--- src/rtl/glyph_pkg.sv ---
// Shared constants for the glyph search path: search range, the glyph that
// marks an unpopulated font slot, and the search FSM state encoding.
package glyph_pkg;

    localparam logic [6:0] CODE_FIRST = 7'h20;
    localparam logic [6:0] CODE_LAST  = 7'h7E;
    localparam logic [6:0] CODE_NONE  = 7'h00;

    // Hollow box drawn for codes without a real glyph; never reported as a match.
    localparam logic [127:0] UNDEFINED_GLYPH = 128'h0000_FE82_8282_8282_8282_82FE_0000_0000;

    typedef enum logic {
        ST_IDLE   = 1'b0,
        ST_SEARCH = 1'b1
    } state_e;

endpackage

--- src/rtl/char_decoder.sv ---
// 8x16 font ROM: 7-bit code in, 128-bit bitmap out (bit 127 = row 0, leftmost
// pixel). Codes without a populated glyph return UNDEFINED_GLYPH.
module char_decoder
    import glyph_pkg::*;
(
    input  logic [6:0]   char,
    output logic [127:0] pixels
);

    // Font lookup, one 16-row glyph per populated code
    always_comb begin
        pixels = UNDEFINED_GLYPH;
        case (char)
            7'h20:   pixels = 128'h0000_0000_0000_0000_0000_0000_0000_0000; // space
            7'h30:   pixels = 128'h0000_7CC6_C6CE_DEF6_E6C6_C67C_0000_0000; // 0
            7'h31:   pixels = 128'h0000_1838_7818_1818_1818_187E_0000_0000; // 1
            7'h41:   pixels = 128'h0000_1038_6CC6_C6FE_C6C6_C6C6_0000_0000; // A
            7'h42:   pixels = 128'h0000_FC66_6666_7C66_6666_66FC_0000_0000; // B
            7'h43:   pixels = 128'h0000_3C66_C2C0_C0C0_C0C2_663C_0000_0000; // C
            7'h7A:   pixels = 128'h0000_0000_00FE_CC18_3060_C6FE_0000_0000; // z
            default: pixels = UNDEFINED_GLYPH;
        endcase
    end

endmodule

--- src/rtl/glyph_encoder.sv ---
// Reverse font lookup: latches a 128-bit glyph bitmap and walks the code
// range one candidate per clock against the font ROM, reporting the first
// matching code (or a miss) with a single-cycle done pulse.
module glyph_encoder
    import glyph_pkg::*;
#(
    parameter logic [6:0] FIRST_CODE     = CODE_FIRST,
    parameter logic [6:0] LAST_CODE      = CODE_LAST,
    parameter logic [6:0] NOT_FOUND_CODE = CODE_NONE
) (
    input  logic         clock,
    input  logic         resetn,
    input  logic         start,
    input  logic [127:0] pixels,
    output logic         busy,
    output logic         done,
    output logic         found,
    output logic [6:0]   char
);

    state_e       state_q, state_d;
    logic [6:0]   index_q, index_d;
    logic [127:0] bitmap_q, bitmap_d;
    logic         busy_q, busy_d;
    logic         done_q, done_d;
    logic         found_q, found_d;
    logic [6:0]   char_q, char_d;

    logic [127:0] cand_pixels;
    logic         hit;

    char_decoder u_char_decoder (
        .char   (index_q),
        .pixels (cand_pixels)
    );

    // A candidate counts only if it is a real glyph, so an undefined-box input misses
    assign hit = (bitmap_q == cand_pixels) && (cand_pixels != UNDEFINED_GLYPH);

    // Next-state and output logic for the idle/search FSM
    always_comb begin
        state_d  = state_q;
        index_d  = index_q;
        bitmap_d = bitmap_q;
        busy_d   = busy_q;
        done_d   = 1'b0;
        found_d  = found_q;
        char_d   = char_q;
        case (state_q)
            ST_IDLE: begin
                if (start) begin
                    bitmap_d = pixels;
                    index_d  = FIRST_CODE;
                    busy_d   = 1'b1;
                    state_d  = ST_SEARCH;
                end
            end
            ST_SEARCH: begin
                if (hit) begin
                    char_d  = index_q;
                    found_d = 1'b1;
                    done_d  = 1'b1;
                    busy_d  = 1'b0;
                    state_d = ST_IDLE;
                end else if (index_q == LAST_CODE) begin
                    char_d  = NOT_FOUND_CODE;
                    found_d = 1'b0;
                    done_d  = 1'b1;
                    busy_d  = 1'b0;
                    state_d = ST_IDLE;
                end else begin
                    index_d = index_q + 7'd1;
                end
            end
            default: state_d = ST_IDLE;
        endcase
    end

    // State and result registers; reset aborts any search without a done pulse
    always_ff @(posedge clock or negedge resetn) begin
        if (!resetn) begin
            state_q  <= ST_IDLE;
            index_q  <= FIRST_CODE;
            bitmap_q <= '0;
            busy_q   <= 1'b0;
            done_q   <= 1'b0;
            found_q  <= 1'b0;
            char_q   <= 7'h00;
        end else begin
            state_q  <= state_d;
            index_q  <= index_d;
            bitmap_q <= bitmap_d;
            busy_q   <= busy_d;
            done_q   <= done_d;
            found_q  <= found_d;
            char_q   <= char_d;
        end
    end

    assign busy  = busy_q;
    assign done  = done_q;
    assign found = found_q;
    assign char  = char_q;

endmodule

--- config.mk ---
export PLATFORM = sky130hd
export DESIGN_NAME = glyph_encoder
export DESIGN_NICKNAME = d
export VERILOG_FILES = /design/src/rtl/glyph_pkg.sv /design/src/rtl/char_decoder.sv /design/src/rtl/glyph_encoder.sv
export SDC_FILE = /design/constraint.sdc
export NUM_CORES = 1
export LEC_CHECK = 0
export CORE_MARGIN = 10
export CORE_UTILIZATION = 30
export DETAILED_ROUTE_END_ITERATION = 6
export GPL_TIMING_DRIVEN = 0
export SYNTH_ARGS = -nofsm -noshare
export SYNTH_HDL_FRONTEND = slang
export SYNTH_SLANG_ARGS = --single-unit
--- constraint.sdc ---
create_clock -name clock -period 3.4 [get_ports clock]
set_input_delay 0.51 -clock clock [delete_from_list [all_inputs] [get_ports clock]]
set_output_delay 0.51 -clock clock [all_outputs]
set_load 0.01 [all_outputs]
==> reports/metrics.csv <==
stage;metric;value;unit
status;status;complete, no violations;
logic_synthesis;Synth area leaders;dfrtp_1 (51%), nand2_1 (22%), mux2i_1 (1.7%);
sta;f_max;303.6;MHz
clock_network;Worst-Skew Late Latency;0.43;ns
logic_synthesis;synthesized area;0.007093;mm2
floorplan;DIE AREA;0.03019;mm2
final_layout;share of cells above drive strength 1;8.826;%
setup_path;Max FO, Critical Path;10;
global_route;GRT overflow;0;
clock_network;CTS H-Tree Depth;4;
setup_path;reg-to-reg startpoint;index_q[5]$_DFFE_PN1P_;
floorplan;I/O pins;141;
placed_design;IO Port Bufs;140;
logic_synthesis;syn nets;986;
routing;DRT Wirelength;22920;um
final_layout;post-layout net count;1153;
final_layout;commonest non-fill, non-tap cell in the layout;nand2_1;
clock_network;Worst-path clk slew;0.07;ns
final_layout;Area growth syn-to-layout;36.55;%
logic_synthesis;prevailing post-synth register cell;dfrtp_1;
routing;Routed Antenna Nets;0;
logic_synthesis;cell accounting for the most synthesized area;dfrtp_1;
sta;Least-Margin Pin Slew;0.7770;ns
floorplan;die height;173.8;um
placed_design;dpl cells;1311;
sta;hold slack;0.09073;ns
sta;RSZ-0062 raised after global routing;no;
global_route;first-pass GRT wire length;36400;um
floorplan;Initial Utilization;30.31;%
logic_synthesis;Synth Instances;851;
logic_synthesis;Synth warnings;0;
final_layout;most frequent cells in the layout;nand2_1 (410), dfrtp_1 (144), clkdlybuf4s50_1 (139);
global_route;Tot GR Track Use;15.15;%
setup_path;FF-to-FF path depth;12;
sta;Final setup viols;0;
clock_network;CTS tree;yes;
placed_design;dpl hpwl;17740;um
sta;Layout Skew;0.01217;ns
clock_network;CTS sink count;146;
setup_path;Worst Setup Path Type;register to register;
sta;worst setup margin;0.1057;ns
routing;drt drc;0;
final_layout;Core Util, Final;41.39;%
floorplan;Core ar.;0.02340;mm2
power_and_ir_drop;Max VDD drop;0.0003469;V
placed_design;Placed Area;0.008922;mm2
logic_synthesis;FF+latch count, synth;146;
power_and_ir_drop;Tot Pwr;7.506;mW
placed_design;RD Place Congestion;0.9014;
logic_synthesis;Post-synth ARST share;100.0;%
clock_network;# hold bufs at CTS;0;
floorplan;row count;56;
global_route;initial antenna violation count;1;
logic_synthesis;Syn Area/Cell;8.335;um2
min_path;Hold Path Class;input pin to async pin;
floorplan;Die Wd;173.8;um
routing;vias per cell;4.722;
logic_synthesis;top-area cell type share of the netlist area;51.16;%
setup_path;Worst EP arrival;3.60;ns
final_layout;Layout Cells excl Fill;1351;
logic_synthesis;Synth cell types;71;
power_and_ir_drop;Pwr Density;775.0;mW/mm2
routing;DR WL/cell;16.96;um
sta;setup_tns;0;ns
setup_path;startpoint class of the critical path;register;
power_and_ir_drop;leakage power;4.577;nW
sta;Tcrit/Tclk final;96.89;%
routing;Pre-antenna DRT Iters;4;
routing;drt initial violations;357;
clock_network;CTS Buf Count;17;
sta;Slew HR;48.20;%
sta;Tmin final;3.294;ns
setup_path;Setup crit end kind;register;
setup_path;FF-to-FF setup slack;0.11;ns
clock_network;root buf cell;clkbuf_16;
clock_network;clk buf depth;2;
job;Max Cap Viol;0;
global_route;largest net degree at the start of global routing;75;
logic_synthesis;sequential area share after synthesis;51.53;%
setup_path;WP data required;3.71;ns
routing;total number of vias;6379;
logic_synthesis;EDFF count, synth;0;
setup_path;RR Endpoint;busy$_DFFE_PN0P_;
final_layout;fin area;0.009686;mm2
sta;Final Hold Fails;0;
global_route;vias in the first global route;6677;
sta;final slew viol count;0;
placed_design;Place WS;-0.7040;ns
## cells in the mapped netlist (2+ instances only)
cell / number
nand4_1: 12
nand2_1: 411
xor2_1: 4
buf_2: 4
and3b_1: 2
o2111ai_1: 2
a32oi_1: 2
dfrtp_1: 145
a211oi_1: 4
and3_1: 10
mux2i_1: 12
nand2b_1: 6
a31o_2: 2
nor4_4: 2
xnor2_1: 4
or2_2: 2
a32o_1: 2
buf_4: 5
a2111oi_0: 3
a31oi_1: 12
nor3_1: 12
nand3_1: 22
inv_1: 9
nor2_1: 18
ha_1: 4
or4_1: 3
or3_1: 5
o22ai_1: 3
nor4_1: 17
a21oi_1: 21
a311oi_1: 2
a22o_1: 2
o21ai_0: 10
o211ai_1: 2
clkbuf_1: 30
buf_1: 3
nor2b_1: 6
and2_1: 3
## cell type report
class	instances	area, um2
clock buffers	17	425.4
clock inverters	15	160.2
inverters	9	33.78
repair buffers	149	1490
multi-input cells	653	3311
flip-flops and latches	146	3656
fillers	2459	13720
well taps	319	399.1
diodes	1	2.502
plain buffers	42	207.7
## logic make-up (layout without fill, tap and decap cells)
logic type / after synthesis / in the layout / share of synthesized area, %
multiplexers: 13 / 13 / 1.852
AND/OR/NAND/NOR: 545 / 545 / 33.59
AO/OA/AOI/OAI: 83 / 83 / 8.150
adder cells (fa/ha/maj): 4 / 4 / 0.7056
flip-flops: 146 / 146 / 51.53
other: 0 / 1 / 0
XOR/XNOR: 8 / 8 / 0.9877
buffers and inverters: 52 / 232 / 3.193
## state kept, by name, summed over array words and instances (netlist names)
name,count
bitmap_q,128
char,7
index_q,7
busy,1
done,1
found,1
state_q,1
## where the power goes
group | switching, mW | leakage [nW] | internal (mW)
Combinational | 1.43 | 2.46 | 1.09
Sequential | 0.634 | 1.82 | 2.49
Clock | 0.871 | 0.292 | 0.990
## worst max-delay path by stage
stage,from,endpoint,slack [ns],depth (start not counted)
2_1_floorplan,index_q[1]$_DFFE_PN0P_,busy$_DFFE_PN0P_,0.40,13
3_5_place_dp,index_q[0]$_DFFE_PN0P_,busy$_DFFE_PN0P_,-0.70,10
5_1_grt,index_q[5]$_DFFE_PN1P_,index_q[1]$_DFFE_PN0P_,0.0002,12
3_3_place_gp,resetn,bitmap_q[120]$_DFFE_PN0P_,-4.21,1
6_report,index_q[5]$_DFFE_PN1P_,busy$_DFFE_PN0P_,0.11,12
4_1_cts,index_q[1]$_DFFE_PN0P_,busy$_DFFE_PN0P_,0.001,11
## per-layer routing
metal | vias up | global-route usage [%] | part of all wire [%]
li1 | 3178 | - | -
met1 | 2985 | 18.51 | 44
met2 | 179 | 24.74 | 47
met3 | 35 | 4.836 | 6.6
met4 | 2 | 5.059 | 2.2
met5 | - | 0 | 0.057
## timing repair
action,4_1_cts,5_1_grt
gates resized for setup,14,19
setup endpoints to repair,14,13
setup buffers,3,5
hold endpoints to repair,0,0
pin swaps,3,4
## critical path: stages (launching register included)
cell and delay [ns]:
dfstp_2 0.58, buf_6 0.16, nand2_2 0.08, or4_1 0.53, buf_6 0.18, nand2_1 0.07, mux2i_1 0.26, and3_1 0.19
nand4_1 0.14, nor4_4 0.29, buf_4 0.18, nand3_2 0.13, a311o_1 0.38
Power figures use the tool's default switching activity.
